==> config.mk <==
export PLATFORM = sky130hd
export DESIGN_NAME = m5_tape_rec
export DESIGN_NICKNAME = d
export VERILOG_FILES = /design/src/rtl/m5_tape_rec.sv
export SDC_FILE = /design/constraint.sdc
export NUM_CORES = 1
export LEC_CHECK = 0
export CAP_MARGIN = 20
export CORE_ASPECT_RATIO = 0.8
export CORE_MARGIN = 4
export CORE_UTILIZATION = 50
export DETAILED_ROUTE_END_ITERATION = 7
export PLACE_DENSITY = 0.75
export RECOVER_POWER = 50
export SYNTH_ARGS = -nofsm -noshare
export SYNTH_HDL_FRONTEND = slang
export SYNTH_SLANG_ARGS = --single-unit
==> constraint.sdc <==
create_clock -name clk_i -period 2.6 [get_ports clk_i]
set_input_delay 0.39 -clock clk_i [delete_from_list [all_inputs] [get_ports clk_i]]
set_output_delay 0.39 -clock clk_i [all_outputs]
set_load 0.005 [all_outputs]
==> src/rtl/m5_tape_rec.sv <==
// m5_tape_rec -- cassette-out recorder for the Sord M5 core.
//
// Samples the Z80-driven cassette-out bit, measures the time between edges
// in clk_en_10m7_i ticks, decodes the FSK stream (4 SHORT halves = '1',
// 2 LONG halves = '0', UART-style framing after a SHORT leader) and queues
// the decoded bytes in a small FIFO for the HPS to drain.
//
// Ports
//   clk_i          system clock
//   reset_n_i      synchronous reset, active low
//   clk_en_10m7_i  timing tick for the half-period counter
//   tape_out_i     cassette-out bit, asynchronous to the tick
//   enable_i       record enable; 0 forces the decoder to IDLE (FIFO untouched)
//   byte_o         FIFO head data
//   byte_valid_o   FIFO not empty
//   byte_rd_i      pop the head
//   carrier_o      decoder is in LEADER/START/DATA/STOP
//   frame_err_o    sticky framing error
//   overflow_o     sticky, a decoded byte was dropped on a full FIFO
//   byte_cnt_o     bytes accepted into the FIFO since reset/clear
//   clear_i        clears frame_err_o, overflow_o, byte_cnt_o and the FIFO
//   dbg_state_o    current decoder state (IDLE=0 LEADER=1 START=2 DATA=3 STOP=4)
//
// Handshake: byte_o is valid whenever byte_valid_o=1. Holding byte_rd_i=1 on
// a clock edge where byte_valid_o=1 consumes the head; byte_o/byte_valid_o
// show the next entry from the following cycle. byte_rd_i while empty is
// ignored.

module m5_tape_rec #(
  parameter logic [15:0] SHORT_MAX  = 16'd1400,
  parameter logic [15:0] LONG_MAX   = 16'd2800,
  parameter logic [15:0] TIMEOUT    = 16'd16000,
  parameter logic [8:0]  LEADER_MIN = 9'd256,
  parameter int          FIFO_DEPTH = 16
) (
  input  logic        clk_i,
  input  logic        reset_n_i,
  input  logic        clk_en_10m7_i,
  input  logic        tape_out_i,
  input  logic        enable_i,
  output logic [7:0]  byte_o,
  output logic        byte_valid_o,
  input  logic        byte_rd_i,
  output logic        carrier_o,
  output logic        frame_err_o,
  output logic        overflow_o,
  output logic [15:0] byte_cnt_o,
  input  logic        clear_i,
  output logic [2:0]  dbg_state_o
);

  localparam int AW = $clog2(FIFO_DEPTH);
  localparam logic [AW:0] DEPTH_C = (AW+1)'(FIFO_DEPTH);

  typedef enum logic [2:0] {
    S_IDLE = 3'd0, S_LEADER = 3'd1, S_START = 3'd2, S_DATA = 3'd3, S_STOP = 3'd4
  } state_t;

  typedef enum logic [1:0] {
    EV_SHORT = 2'd0, EV_LONG = 2'd1, EV_BAD = 2'd2, EV_TMO = 2'd3
  } ev_t;

  // ---------------- input path and half-period measurement ----------------
  logic        r_sync1, r_sync2, r_prev;
  logic [15:0] r_cnt;
  logic        r_ev_valid;
  ev_t         r_ev_kind;
  logic        w_edge;
  ev_t         w_cls;

  assign w_edge = r_sync2 ^ r_prev;

  always_comb begin
    w_cls = EV_BAD;
    if (r_cnt <= SHORT_MAX)     w_cls = EV_SHORT;
    else if (r_cnt <= LONG_MAX) w_cls = EV_LONG;
  end

  always_ff @(posedge clk_i) begin
    if (!reset_n_i) begin
      r_sync1    <= 1'b0;
      r_sync2    <= 1'b0;
      r_prev     <= 1'b0;
      r_cnt      <= 16'd0;
      r_ev_valid <= 1'b0;
      r_ev_kind  <= EV_SHORT;
    end else begin
      r_sync1    <= tape_out_i;
      r_sync2    <= r_sync1;
      r_prev     <= r_sync2;
      r_ev_valid <= 1'b0;
      if (w_edge) begin
        r_ev_valid <= 1'b1;
        r_ev_kind  <= w_cls;
        r_cnt      <= 16'd0;
      end else if (clk_en_10m7_i) begin
        if (r_cnt != 16'hFFFF) r_cnt <= r_cnt + 16'd1;
        // The counter passes TIMEOUT only once per gap, so this fires once.
        if (r_cnt == TIMEOUT - 16'd1) begin
          r_ev_valid <= 1'b1;
          r_ev_kind  <= EV_TMO;
        end
      end
    end
  end

  // ---------------- bit-cell decoder ----------------
  state_t     r_state, w_state_n;
  logic [1:0] r_half, w_half_n, w_half_c;       // halves seen in current cell
  logic       r_cell_long, w_cell_long_n, w_cell_long_c;
  logic [8:0] r_lead, w_lead_n;
  logic [7:0] r_shift, w_shift_n;
  logic [2:0] r_bit_idx, w_bit_idx_n;
  logic       r_push, w_push_n;
  logic       w_ferr_set;
  logic       w_bit_done, w_bit_val, w_cell_err;

  always_comb begin : cell_decode
    w_bit_done    = 1'b0;
    w_bit_val     = 1'b0;
    w_cell_err    = 1'b0;
    w_half_c      = r_half;
    w_cell_long_c = r_cell_long;
    if (r_ev_valid) begin
      case (r_ev_kind)
        EV_SHORT, EV_LONG: begin
          if (r_half == 2'd0) begin
            w_half_c      = 2'd1;
            w_cell_long_c = (r_ev_kind == EV_LONG);
          end else if ((r_ev_kind == EV_LONG) != r_cell_long) begin
            w_cell_err = 1'b1;
          end else if (r_cell_long) begin
            w_bit_done = 1'b1;
            w_half_c   = 2'd0;
          end else if (r_half == 2'd3) begin
            w_bit_done = 1'b1;
            w_bit_val  = 1'b1;
            w_half_c   = 2'd0;
          end else begin
            w_half_c = r_half + 2'd1;
          end
        end
        EV_BAD:  w_cell_err = 1'b1;
        default: ;
      endcase
    end
  end

  // ---------------- framing FSM ----------------
  always_comb begin : fsm_next
    w_state_n     = r_state;
    w_half_n      = r_half;
    w_cell_long_n = r_cell_long;
    w_lead_n      = r_lead;
    w_shift_n     = r_shift;
    w_bit_idx_n   = r_bit_idx;
    w_push_n      = 1'b0;
    w_ferr_set    = 1'b0;
    if (!enable_i) begin
      w_state_n = S_IDLE;
      w_half_n  = 2'd0;
      w_lead_n  = 9'd0;
    end else if (r_ev_valid) begin
      case (r_state)
        S_IDLE: begin
          w_half_n = 2'd0;
          if (r_ev_kind == EV_SHORT) begin
            if (r_lead == LEADER_MIN - 9'd1) begin
              w_state_n = S_LEADER;
              w_lead_n  = 9'd0;
            end else begin
              w_lead_n = r_lead + 9'd1;
            end
          end else begin
            w_lead_n = 9'd0;
          end
        end
        S_LEADER: begin
          // The first LONG half is already half 1 of the start bit.
          if (r_ev_kind == EV_LONG) begin
            w_state_n     = S_START;
            w_half_n      = 2'd1;
            w_cell_long_n = 1'b1;
          end else if (r_ev_kind != EV_SHORT) begin
            w_state_n = S_IDLE;
          end
        end
        S_START: begin
          w_half_n      = w_half_c;
          w_cell_long_n = w_cell_long_c;
          if (r_ev_kind == EV_TMO || w_cell_err) begin
            w_state_n = S_IDLE;
            w_half_n  = 2'd0;
          end else if (r_half == 2'd0 && r_ev_kind == EV_SHORT) begin
            // SHORT where a start bit should begin: this is a new leader.
            w_state_n = S_LEADER;
            w_half_n  = 2'd0;
          end else if (w_bit_done) begin
            w_state_n   = S_DATA;
            w_bit_idx_n = 3'd0;
          end
        end
        S_DATA: begin
          w_half_n      = w_half_c;
          w_cell_long_n = w_cell_long_c;
          if (r_ev_kind == EV_TMO || w_cell_err) begin
            w_state_n  = S_IDLE;
            w_half_n   = 2'd0;
            w_ferr_set = 1'b1;
          end else if (w_bit_done) begin
            w_shift_n   = {w_bit_val, r_shift[7:1]};
            w_bit_idx_n = r_bit_idx + 3'd1;
            if (r_bit_idx == 3'd7) w_state_n = S_STOP;
          end
        end
        S_STOP: begin
          w_half_n      = w_half_c;
          w_cell_long_n = w_cell_long_c;
          if (r_ev_kind == EV_TMO || w_cell_err) begin
            w_state_n  = S_IDLE;
            w_half_n   = 2'd0;
            w_ferr_set = 1'b1;
          end else if (w_bit_done) begin
            if (w_bit_val) begin
              w_push_n  = 1'b1;
              w_state_n = S_START;
            end else begin
              w_state_n  = S_IDLE;
              w_ferr_set = 1'b1;
            end
          end
        end
        default: w_state_n = S_IDLE;
      endcase
    end
  end

  always_ff @(posedge clk_i) begin
    if (!reset_n_i) begin
      r_state     <= S_IDLE;
      r_half      <= 2'd0;
      r_cell_long <= 1'b0;
      r_lead      <= 9'd0;
      r_shift     <= 8'd0;
      r_bit_idx   <= 3'd0;
      r_push      <= 1'b0;
    end else begin
      r_state     <= w_state_n;
      r_half      <= w_half_n;
      r_cell_long <= w_cell_long_n;
      r_lead      <= w_lead_n;
      r_shift     <= w_shift_n;
      r_bit_idx   <= w_bit_idx_n;
      r_push      <= w_push_n;
    end
  end

  assign carrier_o   = (r_state != S_IDLE);
  assign dbg_state_o = r_state;

  // ---------------- byte FIFO and status ----------------
  // r_shift is stable in the push cycle: the next data bit is at least a
  // full start bit away.
  logic [7:0]    r_mem [FIFO_DEPTH];
  logic [AW-1:0] r_wr, r_rd, w_rd_n;
  logic [AW:0]   r_count, w_cnt_n, w_cnt_pop;
  logic [7:0]    r_byte, w_head;
  logic          r_valid, r_ferr, r_ovf;
  logic [15:0]   r_bcnt;
  logic          w_pop, w_full, w_push_ok, w_drop;

  assign w_pop     = byte_rd_i && (r_count != '0);
  assign w_full    = (r_count == DEPTH_C);
  assign w_push_ok = r_push && !clear_i && (!w_full || w_pop);
  assign w_drop    = r_push && !clear_i && w_full && !w_pop;
  assign w_rd_n    = w_pop ? r_rd + 1'b1 : r_rd;
  assign w_cnt_pop = w_pop ? r_count - 1'b1 : r_count;
  assign w_cnt_n   = w_push_ok ? w_cnt_pop + 1'b1 : w_cnt_pop;
  // A push into an otherwise empty FIFO becomes the head directly.
  assign w_head    = (w_push_ok && w_cnt_pop == '0) ? r_shift : r_mem[w_rd_n];

  always_ff @(posedge clk_i) begin
    if (w_push_ok) r_mem[r_wr] <= r_shift;
  end

  always_ff @(posedge clk_i) begin
    if (!reset_n_i || clear_i) begin
      r_wr    <= '0;
      r_rd    <= '0;
      r_count <= '0;
      r_byte  <= 8'd0;
      r_valid <= 1'b0;
      r_bcnt  <= 16'd0;
      r_ovf   <= 1'b0;
      r_ferr  <= 1'b0;
    end else begin
      if (w_push_ok) begin
        r_wr   <= r_wr + 1'b1;
        r_bcnt <= r_bcnt + 16'd1;
      end
      r_rd    <= w_rd_n;
      r_count <= w_cnt_n;
      r_byte  <= w_head;
      r_valid <= (w_cnt_n != '0);
      if (w_drop)     r_ovf  <= 1'b1;
      if (w_ferr_set) r_ferr <= 1'b1;
    end
  end

  assign byte_o       = r_byte;
  assign byte_valid_o = r_valid;
  assign byte_cnt_o   = r_bcnt;
  assign overflow_o   = r_ovf;
  assign frame_err_o  = r_ferr;

endmodule
==> results.md <==
- Hold Path Class: reg2reg
- Commonest cells after routing, fill and taps aside: mux2i_1 (139), edfxtp_1 (128), dfxtp_1 (88), nor2_1 (87), a21oi_1 (61)
- Maxcap violations: 0
- Die Span Y: between 100 and 150 µm
- Pint: around 5300 µW
- Die width: roughly 170 µm
- Sequential share of power: 0.547
- Max Freq: between 400 and 500 MHz
- Final GP Congestion: 0.8889
- EDFF count, synth: between 100 and 150
- Ys Warns: 0
- CP startpoint kind: flop
- Total track usage: 0.2016
- Via density: roughly 6
- Hold slack: about 440 ps
- Area leader, netlist: edfxtp_1
- Ys async rst share: 0
- Area delta synth->final: 13.87%
- # setup viols final: 0
- Reg2Reg Depth: 10
- Psw: ~1400 µW
- Peak supply drop: about 0.36 mV
- DRC Markers: 0
- Vias in the first global route: ~7400
- Worst reg-to-reg setup slack: between 100 and 150 ps
- Top cells by area, synth: edfxtp_1 (36%), dfxtp_1 (17%), mux2i_1 (13%)
- Synthesized flop and latch total: ~220
- Routed WL: between 20000 and 25000 µm
- DRT Pass-1 Iters: 5
- Dpl hpwl: 16220 µm
- Area share of the largest cell type after synthesis: 0.3565
- Antenna Nets Post-Route: 0
- Total CTS buffers: 21
- Sink Count: 217
- Final hold vios: 0
- Num rows: 47
- Core ar.: between 0.02 and 0.025 mm²
- Top FF cell, synth: edfxtp_1
- Slew HR: 0.3699
- Clk network pwr share: 0.435
- Leak: between 0.003 and 0.004 µW
- Nets: around 1000
- Outcome: finished clean
- Switching Fraction: 0.2074
- Power Density: around 540 mW/mm²
- Syn Nets: 976
- CTS Hold Bufs: 0
- Slew @ Worst Pin: 943.9 ps
- Yosys cell types: 75
- Commonest non-fill, non-tap cell in the layout: mux2i_1
- Crit end category: flop
- Antenna Cells: 0
- WHS Endpoint: r_sync2
- Die Area: 0.02399 mm²
- Clock Skew: around 11 ps
- Pin count of the biggest net entering global routing: 66
- IO Count: 38
- Total grt overflow: 0
- Clk buf depth: 3
- DRT iter0 DRCs: around 620
- Synth Cell Area: about 0.011 mm²
- Worst Path Max Fanout: 22
- Drt wl/cell: between 15 and 20 µm
- Comb pwr share: 0.018
- Register area share after synthesis: 0.5217
- CTS tree: done
- Synth Area per Inst: ~11 µm²
- Clock Pin Slew Worst Setup and Hold Paths: 70 ps
- RSZ-0062 raised after global routing: false
- Starting Density: 0.5151
- Hold Path Depth: 1
- RR Endpoint: byte_o[5]
- CTS root buf: clkbuf_16
- Pins Over Slew Limit: 0
- Clk_lat worst skew: 500 ps
- Vias: 7666
- Fin crit share: 0.9486
- # placed instances: 1244
- Initial antenna violation count: 1
- # port buffers: 37
- Layout Cells excl Fill: approximately 1300
- Fraction of layout cells with a size suffix above 1: 0.09369
- FILL cells: approximately 1700
- Synth Instances: 952
- Global-route wire length before repair: between 30000 and 40000 µm
- Crit path arrival time: about 2900 ps
- Critical path type: reg2reg
- Time the worst path needs with I/O delays and setup: 2466 ps
- Reg2reg start: r_count[1]
- HP Start: r_sync1
- WP data required: about 3000 ps
- H-tree levels: 1
-- repair_timing --
action | 4_1_cts | 5_1_grt
setup buffers | 0 | 1
setup endpoints to repair | 2 | 10
endpoints found under the hold margin | 0 | 0
pin swaps | 0 | 2
gates resized for setup | 1 | 3
-- worst max path at each step --
stage	cells past startpoint	start	end
floorplan	6	byte_rd_i	r_mem[0][0]
detailed placement	10	byte_rd_i	byte_o[4]
CTS	11	r_count[0]	byte_valid_o
finish	10	r_count[1]	byte_o[5]
global placement	10	byte_rd_i	byte_o[4]
global route	10	r_count[0]	byte_o[5]
-- layer usage --
layer,track usage,wire (µm),up-vias
met5,0,0,-
met3,0.03601,1428,49
met2,0.3217,11210,212
met4,0.05500,701,0
li1,-,-,3668
met1,0.2846,11050,3737
-- synthesized netlist by cell type (8+ instances only) --
| library cell | instances |
|---|---|
| a21oi_1 | 61 |
| and2_1 | 12 |
| and3_1 | 10 |
| buf_2 | 18 |
| clkbuf_1 | 36 |
| dfxtp_1 | 89 |
| edfxtp_1 | 128 |
| ha_1 | 17 |
| inv_1 | 18 |
| mux2i_1 | 139 |
| nand2_1 | 33 |
| nand3_1 | 22 |
| nand4_1 | 10 |
| nor2_1 | 87 |
| nor2b_1 | 19 |
| nor3_1 | 16 |
| nor4_1 | 8 |
| o21ai_0 | 20 |
| o22a_1 | 39 |
| o32a_1 | 24 |
| xnor2_1 | 23 |
| xor2_1 | 24 |
-- cells by family (layout without fill, tap and decap cells) --
| group | count (synthesis) | in the layout | share of synthesized area |
|---|---|---|---|
| AND/OR/NAND/NOR | 258 | 258 | 0.1260 |
| flip-flops | 217 | 217 | 0.5217 |
| AO/OA/AOI/OAI | 193 | 193 | 0.1311 |
| multiplexers | 141 | 141 | 0.1311 |
| buffers and inverters | 78 | 140 | 0.03063 |
| XOR/XNOR | 48 | 48 | 0.03968 |
| adder cells (fa/ha/maj) | 17 | 17 | 0.01973 |
-- cell type report --
type	instances	area (µm²)	share of cell area
timing repair buffer	83	743.2	0.06053
multi-input combinational	657	4850	0.3950
sequential	217	5629	0.4585
clock inverter	15	115.1	0.009375
clock buffer	23	533.0	0.04341
inverter	19	71.32	0.005809
tap	269	336.6	0.02741
-- flip-flops by register name, indices dropped and copies added (netlist names), 2 cells and up --
register / count
r_mem: 128
byte_cnt_o: 16
r_cnt: 16
r_lead: 9
byte_o: 8
r_shift: 8
r_count: 5
r_rd: 4
r_wr: 4
dbg_state_o: 3
r_bit_idx: 3
r_ev_kind: 2
r_half: 2
-- stage by stage --
step           area (µm²)  power [µW]  setup TNS, ps    util  setup WS, ps
2_1_floorplan       10780        3776              0       -         14.93
3_3_place_gp        11630        3827              0  0.5553         100.6
3_5_place_dp        11630        3829         -2.866  0.5553        -2.866
4_1_cts             12280        6687              0  0.5867         5.006
5_1_grt             12280        6858              0  0.5865         15.29
6_report            12280        6634              0  0.5865         133.6
-- worst max-delay path, cell delays in order (launching register included) --
cell	delay, ps
dfxtp_1	360
inv_1	100
ha_4	180
nor4b_4	120
buf_4	170
or3_1	360
buf_4	250
o22a_1	210
a21oi_1	360
nor4_1	90
a21oi_1	170
-- power by group through the flow --
| stage | clock [µW] | combinational (µW) | sequential [µW] |
|---|---|---|---|
| floorplan | 0 | 82.2 | 3690 |
| global placement | 0 | 122 | 3700 |
| detailed placement | 0 | 124 | 3700 |
| CTS | 2930 | 125 | 3630 |
| global route | 3090 | 136 | 3630 |
| finish | 2880 | 121 | 3630 |
(Power assumes the default switching activity.)
